===== config.mk =====
export PLATFORM = sky130hd
export DESIGN_NAME = l1d_line_ctrl
export DESIGN_NICKNAME = d
export VERILOG_FILES = /design/src/rtl/l1d_line_ctrl.sv
export SDC_FILE = /design/constraint.sdc
export NUM_CORES = 1
export LEC_CHECK = 0
export CAP_MARGIN = 25
export CORE_AREA = 5 5 160 162
export DETAILED_ROUTE_END_ITERATION = 16
export DIE_AREA = 0 0 165 167
export GPL_TIMING_DRIVEN = 0
export PLACE_DENSITY = 0.81
export SLEW_MARGIN = 40
export SYNTH_ARGS = -nofsm -noshare
export SYNTH_HDL_FRONTEND = slang
export SYNTH_SLANG_ARGS = --single-unit

===== constraint.sdc =====
create_clock -name clk -period 3.3 [get_ports clk]
set_input_delay 0.66 -clock clk [delete_from_list [all_inputs] [get_ports clk]]
set_output_delay 0.66 -clock clk [all_outputs]
set_load 0.005 [all_outputs]

===== src/rtl/l1d_line_ctrl.sv =====
// L1D line/bus controller: turns L1 request strobes into single-beat transfers on a 64-bit req/ack bus.
// Optional ack watchdog is enabled by defining L1C_BUS_TIMEOUT_EN.
module l1d_line_ctrl #(
  parameter int unsigned LINE_BEATS = 2048,
  parameter int unsigned CNT_W      = 11,
  parameter int unsigned TIMEOUT    = 255
) (
  input  logic             clk,
  input  logic             rst,
  input  logic             write_through_req,
  input  logic             read_req,
  input  logic             read_line_req,
  input  logic             write_line_req,
  input  logic [3:0]       L1_size,
  input  logic [63:0]      pa,
  input  logic [63:0]      wt_data,
  output logic [63:0]      line_data,
  output logic [CNT_W-1:0] addr_count,
  output logic             line_write,
  output logic             cache_entry_refill,
  output logic             trans_rdy,
  output logic             bus_error,
  output logic             bus_req,
  output logic             bus_we,
  output logic [63:0]      bus_addr,
  output logic [3:0]       bus_size,
  output logic [63:0]      bus_wdata,
  input  logic [63:0]      bus_rdata,
  input  logic             bus_ack,
  input  logic             bus_err
);

  localparam int unsigned      OFS_W     = CNT_W + 3;
  localparam int unsigned      TAG_W     = 64 - OFS_W;
  localparam logic [CNT_W-1:0] LAST_BEAT = CNT_W'(LINE_BEATS - 1);
  localparam logic [3:0]       SIZE_DW   = 4'b1000;

  if (LINE_BEATS != (32'd1 << CNT_W) || LINE_BEATS < 2 || TIMEOUT == 0) begin : g_param_check
    $error("l1d_line_ctrl: CNT_W must equal log2(LINE_BEATS), LINE_BEATS >= 2, TIMEOUT > 0");
  end

  typedef enum logic [2:0] {
    IDLE, RD_ONE, WR_ONE, RD_LINE, WB_FETCH, WB_BEAT, DONE, ERR
  } state_e;

  state_e           state_q;
  logic [TAG_W-1:0] tag_q;
  logic             fetch_wait_q;
  logic             timeout_c;
  logic             bus_fail_c;
  logic             bus_ok_c;

`ifdef L1C_BUS_TIMEOUT_EN
  localparam int unsigned WD_W = (TIMEOUT > 255) ? $clog2(TIMEOUT + 1) : 8;
  logic [WD_W-1:0] wd_q;

  // Watchdog counts unanswered request cycles; the TIMEOUT-th one is treated as bus_err.
  assign timeout_c = bus_req && !bus_ack && (wd_q == WD_W'(TIMEOUT - 1));

  always_ff @(posedge clk) begin
    if (rst || !bus_req || bus_ack) wd_q <= '0;
    else                            wd_q <= wd_q + WD_W'(1);
  end
`else
  assign timeout_c = 1'b0;
`endif

  assign bus_fail_c = bus_req && (bus_err || timeout_c);
  assign bus_ok_c   = bus_req && bus_ack && !bus_err;

  function automatic logic [63:0] beat_addr(input logic [TAG_W-1:0] tag,
                                            input logic [CNT_W-1:0] idx);
    return {tag, idx, 3'b000};
  endfunction

  always_ff @(posedge clk) begin
    if (rst) begin
      state_q            <= IDLE;
      tag_q              <= '0;
      fetch_wait_q       <= 1'b0;
      line_data          <= '0;
      addr_count         <= '0;
      line_write         <= 1'b0;
      cache_entry_refill <= 1'b0;
      trans_rdy          <= 1'b0;
      bus_error          <= 1'b0;
      bus_req            <= 1'b0;
      bus_we             <= 1'b0;
      bus_addr           <= '0;
      bus_size           <= '0;
      bus_wdata          <= '0;
    end else begin
      line_write         <= 1'b0;
      cache_entry_refill <= 1'b0;
      trans_rdy          <= 1'b0;
      bus_error          <= 1'b0;
      if (bus_fail_c) begin
        bus_req   <= 1'b0;
        bus_error <= 1'b1;
        trans_rdy <= 1'b1;
        state_q   <= ERR;
      end else begin
        unique case (state_q)
          IDLE: begin
            if (write_line_req) begin
              state_q      <= WB_FETCH;
              tag_q        <= pa[63:OFS_W];
              addr_count   <= '0;
              fetch_wait_q <= 1'b1;
            end else if (read_line_req) begin
              state_q    <= RD_LINE;
              tag_q      <= pa[63:OFS_W];
              addr_count <= '0;
              bus_req    <= 1'b1;
              bus_we     <= 1'b0;
              bus_addr   <= beat_addr(pa[63:OFS_W], '0);
              bus_size   <= SIZE_DW;
            end else if (read_req) begin
              state_q  <= RD_ONE;
              bus_req  <= 1'b1;
              bus_we   <= 1'b0;
              bus_addr <= pa;
              bus_size <= L1_size;
            end else if (write_through_req) begin
              state_q   <= WR_ONE;
              bus_req   <= 1'b1;
              bus_we    <= 1'b1;
              bus_addr  <= pa;
              bus_size  <= L1_size;
              bus_wdata <= wt_data;
            end
          end
          RD_ONE, WR_ONE: begin
            if (bus_ok_c) begin
              if (state_q == RD_ONE) line_data <= bus_rdata;
              bus_req   <= 1'b0;
              trans_rdy <= 1'b1;
              state_q   <= DONE;
            end
          end
          RD_LINE: begin
            // Beat cycle: request/ack, then a line_write cycle that doubles as the bus gap.
            if (line_write) begin
              addr_count <= addr_count + CNT_W'(1);
              if (addr_count == LAST_BEAT) begin
                trans_rdy          <= 1'b1;
                cache_entry_refill <= 1'b1;
                state_q            <= DONE;
              end else begin
                bus_req  <= 1'b1;
                bus_addr <= beat_addr(tag_q, addr_count + CNT_W'(1));
              end
            end else if (bus_ok_c) begin
              line_data  <= bus_rdata;
              line_write <= 1'b1;
              bus_req    <= 1'b0;
            end
          end
          WB_FETCH: begin
            // Synchronous cache read: data for a new addr_count lands one cycle after it is seen.
            if (fetch_wait_q) begin
              fetch_wait_q <= 1'b0;
            end else begin
              bus_wdata <= wt_data;
              bus_req   <= 1'b1;
              bus_we    <= 1'b1;
              bus_addr  <= beat_addr(tag_q, addr_count);
              bus_size  <= SIZE_DW;
              state_q   <= WB_BEAT;
            end
          end
          WB_BEAT: begin
            if (bus_ok_c) begin
              bus_req    <= 1'b0;
              addr_count <= addr_count + CNT_W'(1);
              if (addr_count == LAST_BEAT) begin
                trans_rdy <= 1'b1;
                state_q   <= DONE;
              end else begin
                fetch_wait_q <= 1'b1;
                state_q      <= WB_FETCH;
              end
            end
          end
          DONE, ERR: state_q <= IDLE;
          default:   state_q <= IDLE;
        endcase
      end
    end
  end

endmodule


Word level (Yosys, flattened, before mapping)
Index checks and enable logic that the tools add are counted.
{ "totals": {"ff_bits": 267, "input_bits": 204, "word_cells": 142} }
{ "op_classes": {"add_sub_neg": 1, "n_eq_ne": 31, "n_mux": 67, "n_bitwise": 2, "n_reduce_logical": 27} }
{ "ops": {"columns": ["op", "n"], "rows": [
  ["$mux W64", 16],
  ["$pmux W64 S2", 2],
  ["$pmux W64 S3", 1],
  ["$mux W50", 2],
  ["$mux W11", 4],
  ["$pmux W11 S3", 1],
  ["$mux W3", 10],
  ["$ne A2 B2 Y1 const B", 14],
  ["$ne A3 B3 Y1 const B", 7],
  ["$mux W4", 5],
  ["$reduce_and A5 Y1", 4],
  ["$mux W1", 19],
  ["$pmux W3 S6", 1],
  ["$reduce_and A7 Y1", 2],
  ["$eq A3 B3 Y1 const B", 4],
  ["$reduce_and A6 Y1", 2],
  ["$add A11 B1 Y11 const B", 1],
  ["$eq A11 B11 Y1 const B", 1],
  ["$reduce_bool A3 Y1", 3],
  ["$pmux W4 S2", 1],
  ["$eq A3 B2 Y1 const B", 2],
  ["$ne A6 B6 Y1 const B", 1],
  ["$pmux W1 S3", 2],
  ["$reduce_bool A2 Y1", 3],
  ["14 further kinds", 20]
]} }

Logic depth before layout (Yosys ltp)
Gate-level depths: netlist (run 1).
{ "depth": {"ltp_word": 6, "ltp_mapped": 10, "mapped_depth_nobuf": 6} }

Worst setup path before layout (run 1)
OpenSTA, ideal clock, no wires.
{ "synth_path": {"path_type": "in2reg", "start": "input read_line_req", "end": "register bus_addr[54]", "setup_time_ns": 0.145, "arrival_ns": 2.182, "required_ns": 3.155, "path_slack_ns": 0.974, "stages": 8, "n_path_buf": 4, "path_cell_list": "clkbuf_1 > nor4_1 > or4_1 > buf_2 > o31ai_4 > buf_6 > buf_2 > a211oi_2"} }
{ "synth_via": {"elab_chain_cells": 3} }
{ "synth_rtl": {"columns": ["element", "line", "rtl"], "rows": [
  ["start, declared", "12", "input logic read_line_req,"],
  ["$mux W64", "110", "end else if (read_line_req) begin"],
  ["$mux W64", "105", "if (write_line_req) begin"],
  ["$pmux W64 S3", "103", "unique case (state_q)"],
  ["end signal, assigned", "116", "bus_addr <= beat_addr(pa[63:OFS_W], '0);"],
  ["end signal, assigned", "122", "bus_addr <= pa;"],
  ["end signal, assigned", "128", "bus_addr <= pa;"],
  ["end, declared", "25", "output logic [63:0] bus_addr,"]
]} }
Several ways; a longest one is shown, not always the timed one. The select of a mux whose other input is x is not followed.
A chain may end at the register's enable or synchronous reset.

Final worst setup path (run 1)
{ "layout_path": {"start": "input bus_err", "end": "register bus_addr[50]"} }
{ "layout_via": {"elab_chain_cells": 3} }
{ "layout_rtl": {"columns": ["element", "line", "rtl"], "rows": [
  ["start, declared", "30", "input logic bus_err"],
  ["$logic_and A1 B1 Y1", "68", "assign bus_fail_c = bus_req && (bus_err || timeout_c);"],
  ["$not A1 Y1 (no source line)", null, null],
  ["$reduce_and A7 Y1 (no source line)", null, null]
]} }
Every way passes these cells.

==> results.cfg, run 1 <==
[cells_and_area]
drive_gt1_share_pct = 4.49
nets = 1944
final_core_util_pct = 66.7
area_growth_syn_to_layout_pct = 52.2

[synth]
syn-mean-instance-area_um2 = 8.10
syn_nets = 1501
synth_edf_count = 0
ys_async_sr_fraction_pct = 0
ys_types = 53
ys_ff_latch = 267
ys_warn_count = 0
synth_cells = 1296
syn-cell-area_um2 = 10500
ys_seq_area_share_pct = 50.9
synthFlopType = dfxtp_1

[clock_network]
clk-insertion-delay-late_ps = 540
cts_max_level = 1
clock_path_buffers = 3
ctsResizeCount = 0
numCtsBuffers = 28
cts_root_buffer = clkbuf_16
clk_pin_slew_ps = 60
ctsHoldBuffers = 0
tritoncts = done
postCtsSetupBuffers = 0
numClockSinks = 267

[setup_path]
startpoint_type = input port
worstPathMaxFanout = 10
cp_data_arrival_time_ps = 3100
reg2reg_slack_ps = 610
path_class = input port to flop
cp-end-kind = flop
cp.required_ps = 3690

[sta]
period_share_pct = 82.0
period_needed_ps = 2710
skew_ps = 12.2
hold_violations = 0
rsz0062_at_grt = false
setup_viol = 0
maxSlewViolCount = 0
worst_slack_ps = 594
worst_slew_pin_slew_ps = 789
max-slew-margin-rel_pct = 47.4
clock.fmax_ghz = 0.370

[grt]
antenna_found_initial = 6
grt_first_pass_wirelength_mm = 58.7
grt_pass1_vias = 10563
grt_max_degree = 14
grt-ovfl-total = 0
grt_usage_pct = 26.9

[placed_design]
dp_slack_ps = 73.1
io_buffers = 413
dp_hpwl_mm = 30.5
gp_congestion = 0.918

[routing]
wl_per_cell_um = 18.8
vias = 10870
wl_mm = 39.3
route.detailed.drc = 0
drtAntennaViolNets = 0
viasPerCell = 5.21
drt-pass1-iter-count = 6
first_iter_violations = 651

[pwr]
powerDensity_nw_per_um2 = 761
vdd_drop_max_mv = 0.445
p_total_mw = 12.2
leakage_nw = 5.81

[floorplanning]
die-area_um2 = 27600
chipHeight_um = 167
core_um2 = 24000
start_util_pct = 43.8
ios = 417
chipWidth_um = 165
num_rows = 57

[worst_hold_path]
worstHoldPathType = flop to flop

[flow_run]
maxCapViolCount = 0

[status]
outcome = finished clean
[power by group]
part / switching, mW / internal [mW]
sequential: 0.378 / 3.94
combinational: 2.51 / 2.17
clock: 1.29 / 1.87
[worst paths after layout]
kind,cells after the start,end,start
setup reg to reg,8,bus_addr[56]$_SDFFE_PP0P_,state_q[0]$_SDFFE_PP0P_
setup / recovery,9,bus_addr[50]$_SDFFE_PP0P_,bus_err
hold / removal,2,bus_wdata[25]$_SDFFE_PP0P_,bus_wdata[25]$_SDFFE_PP0P_
hold reg to reg,2,bus_wdata[25]$_SDFFE_PP0P_,bus_wdata[25]$_SDFFE_PP0P_
[synth_stat cells (all sizes together) (3+ instances only)]
| cell | n | area (um^2) |
|---|---|---|
| nor2b | 7 | 43.8 |
| a21oi | 214 | 1070 |
| inv | 12 | 45.0 |
| o31ai | 3 | 36.3 |
| a211oi | 53 | 443 |
| nor2 | 73 | 274 |
| nand4 | 3 | 18.8 |
| nand3 | 18 | 90.1 |
| a21o | 8 | 60.1 |
| mux2i | 51 | 510 |
| a311oi | 4 | 35.0 |
| a221oi | 6 | 52.6 |
| nor4 | 4 | 25.0 |
| or3 | 5 | 31.3 |
| nor3 | 16 | 80.1 |
| xnor2 | 3 | 26.3 |
| and4 | 5 | 43.8 |
| clkbuf | 73 | 275 |
| a31oi | 8 | 50.1 |
| nand2 | 378 | 1420 |
| o21ai | 22 | 110 |
| buf | 31 | 155 |
| dfxtp | 267 | 5350 |
| o211ai | 3 | 22.5 |
[per-layer routing]
metal	wire [um]	vias to the layer above	GRT usage (%)
met2	19400	452	47.5
met3	3900	95	9.07
met5	8	-	0
met4	1680	2	10.9
met1	14400	5036	29.4
li1	-	5285	-
[registers in the layout, summed over array words and instances (netlist names)]
register	cells
addr_count	11
bus_addr	64
bus_error	1
bus_req	1
bus_size	4
bus_wdata	64
bus_we	1
cache_entry_refill	1
fetch_wait_q	1
line_data	64
line_write	1
state_q	3
tag_q	50
trans_rdy	1
[through the flow]
stage	std cells	hold slack [ps]	area [um^2]	setup TNS, ps
after global routing	2087	468	16000	0
after CTS	2083	454	16000	0
after global placement	2033	439	15000	-40.9
after floorplan	1296	436	10500	0
final	2087	452	16000	0
after detailed placement	2033	446	15100	0
[critical path, stage by stage]
cell,delay (ps)
clkdlybuf4s50_1,470
and2_1,190
clkbuf_1,240
or4_1,560
buf_2,190
o31ai_4,150
buf_6,240
buf_2,270
a211oi_1,120
[logic make-up (layout without fill, tap and decap cells)]
family,after synthesis,after routing,synth area share [%]
compound gates,334,334,18.9
xor+xnor,3,3,0.250
fa+ha+maj,1,1,0.119
buf+inv,116,579,4.53
flops,267,267,50.9
mux,53,53,5.08
other cells,0,4,0
simple gates,522,522,20.2
[cells in the final DEF (no fill, tap or decap), drive strengths merged, types with 7 or more instances in the layout]
master         netlist  layout
buf                 31      31
nand3               18      18
nor3                16      16
nand2              378     378
a211oi              53      53
dfxtp              267     267
clkbuf              73     115
nor2                73      73
nor2b                7       7
o21ai               22      22
a21o                 8       8
a31oi                8       8
a21oi              214     214
mux2i               51      51
clkdlybuf4s50        0     413
inv                 12      12
[layout make-up]
type,count,area [um^2]
inverters,12,45.0
clock buffers,42,825
clock inverters,8,92.6
well taps,324,405
repair buffers,413,4130
plain buffers,104,430
fillers,1979,7980
diodes,4,10.0
multi-input cells,913,4700
flip-flops and latches,267,5350
(Power assumes the default switching activity.)
==> run 2, diff against run 1 <==
--- a/config.mk
+++ b/config.mk
@@ -6,11 +6,11 @@
 export NUM_CORES = 1
 export LEC_CHECK = 0
 export CAP_MARGIN = 25
-export CORE_AREA = 5 5 160 162
+export CORE_MARGIN = 5
+export CORE_UTILIZATION = 39
 export DETAILED_ROUTE_END_ITERATION = 16
-export DIE_AREA = 0 0 165 167
 export GPL_TIMING_DRIVEN = 0
-export PLACE_DENSITY = 0.81
+export PLACE_DENSITY = 0.76
 export SLEW_MARGIN = 40
 export SYNTH_ARGS = -nofsm -noshare
 export SYNTH_HDL_FRONTEND = slang
==> constraint.sdc (replaced) <==
create_clock -name clk -period 2.3 [get_ports clk]
set_input_delay 0.46 -clock clk [delete_from_list [all_inputs] [get_ports clk]]
set_output_delay 0.46 -clock clk [all_outputs]
set_load 0.005 [all_outputs]
==> results.cfg, run 2 (synthesis gave the netlist of run 1 again) <==
[grt]
busiest_layer = met2
grtUsageMet1_pct = 28.0
grt-ovfl-total = 0
grt_pass1_vias = 10793
grt_max_degree = 15
antenna_found_initial = 3
grt_usage_pct = 24.3
grt_use_met2_pct = 43.4
grt_use_met3_pct = 8.16
grt_first_pass_wirelength_mm = 59.7

[pwr]
powerDensity_nw_per_um2 = 1110
power_report.internal_total_mw = 11.9
swShare_pct = 34.2
switchingPower_mw = 6.20
pwr-share-comb_pct = 39.4
seqPwrFrac_pct = 34.3
leakage_nw = 5.97
clkPwrFrac_pct = 26.2
vdd_drop_max_mv = 0.891
p_total_mw = 18.1

[placed_design]
dp_hpwl_mm = 29.5
io_buffers = 413
place_inst = 2050
gp_congestion = 0.951

[setup_path]
critPathBufInv = 4
startpoint_type = flop
cp.required_ps = 2770
cp-end-kind = flop
path_class = flop to flop
crit_chain = clkbuf_4 -> mux2_2 -> or4_1 -> buf_6 -> o31ai_4 -> buf_12 -> clkbuf_4 -> nand3_1 -> a21oi_2
slowest_delay_ps = 420
crit_slowest_cell = or4_1
critical-path-top-delay-family = buffers and inverters
crit_top_cell = clkbuf_4
cp_data_arrival_time_ps = 2730
worstPathMaxFanout = 10

[sta]
maxSlewViolCount = 0
hold_violations = 0
max-slew-margin-rel_pct = 48.4
hold-worst-slack_ps = 399
period_needed_ps = 2270
period_share_pct = 98.5
setup_viol = 0
clock.fmax_ghz = 0.441
rsz0062_at_grt = true
worst_slew_pin_slew_ps = 774
tns_ps = 0
skew_ps = 9.73

[routing]
vias = 10954
first_iter_violations = 822
wl_per_cell_um = 18.6
route.detailed.drc = 0
drt-pass1-iter-count = 6
wl_mm = 39.2
viasPerCell = 5.20
drtAntennaViolNets = 0

[cells_and_area]
nets = 1946
n_fill_cell = 2292
final_core_util_pct = 61.0
register_area_um2 = 5350
area_growth_syn_to_layout_pct = 55.2
multi_input_area_um2 = 4750
final_cell_mix = 413 x clkdlybuf4s50_1, 378 x nand2_1, 261 x dfxtp_1
final_cells = 2106
final_common_cell = clkdlybuf4s50_1
reg_top3 = bus_addr: 64 flops, bus_wdata: 64 flops, line_data: 64 flops
drive_gt1_share_pct = 7.48

[clock_network]
tritoncts = done
cts_root_buffer = clkbuf_16
clk-insertion-delay-late_ps = 540
numCtsBuffers = 29
clk_pin_slew_ps = 60
ctsHoldBuffers = 0
numClockSinks = 267
clock_path_buffers = 3
cts_max_level = 1

[floorplanning]
chipWidth_um = 174
start_util_pct = 39.3
chipHeight_um = 174
core_um2 = 26700
ios = 417
die-area_um2 = 30300
num_rows = 60

[flow_run]
maxCapViolCount = 0

[status]
outcome = finished clean

[worst_hold_path]
worstHoldPathType = input port to flop
run 2: cell count changes in the layout (fill, tap and decap cells not counted), moves of 4 or more:
cell,change
clkinv_2,+4
buf_1,-7
buf_4,+12
dfxtp_1,-6
clkbuf_2,+15
clkbuf_1,-22
buf_2,-10
dfxtp_2,+6
run 2: metal layers:
layer | wire [um] | vias to the layer above | part of all wire [%]
li1 | - | 5308 | -
met1 | 15000 | 5046 | 38
met2 | 19200 | 508 | 49
met3 | 3890 | 88 | 9.9
met4 | 1100 | 4 | 2.8
met5 | 29 | - | 0.074
run 2: power groups by stage:
stage                     logic, mW  registers (mW)  clock network, mW
final                          7.15            6.23               4.76
after global routing           7.79            6.33               5.03
after CTS                      6.88            6.19               4.86
after detailed placement       6.64            6.27                  0
after global placement         6.53            6.23                  0
after floorplan                3.55            6.26                  0
run 2: worst paths after layout:
check	cells past startpoint	slack [ps]	to	from
worst max-delay path	9	30	bus_addr[0]$_SDFFE_PP0P_	state_q[2]$_SDFFE_PP0P_
worst min-delay path	3	400	state_q[2]$_SDFFE_PP0P_	write_line_req
worst max register to register	9	30	bus_addr[0]$_SDFFE_PP0P_	state_q[2]$_SDFFE_PP0P_
worst min register to register	2	450	line_data[28]$_SDFFE_PP0P_	line_data[28]$_SDFFE_PP0P_
run 2: tightest hold or removal path: cells and delay by family:
kind,cells,cell delay (ps)
compound gates,2,270
buf+inv,1,160
run 2: what timing repair did:
item	CTS	global route
gates resized for setup	27	45
setup buffers	5	0
setup endpoints to repair	189	200
pin swaps	3	1
gates cloned	0	3
run 2: stage by stage:
stage                     cell area, um^2  setup slack [ps]
after floorplan                     10500               174
after global placement              15100              -679
after detailed placement            15100              -684
after CTS                           16200             -22.5
after global routing                16300             -17.7
final                               16300              34.6
run 2: layout make-up:
cell class,instances,area share [%]
well taps,341,2.62
clock buffers,38,4.97
diodes,1,0.0154
clock inverters,16,1.03
flip-flops and latches,267,32.8
repair buffers,421,26.1
multi-input cells,913,29.1
inverters,12,0.276
plain buffers,97,2.96
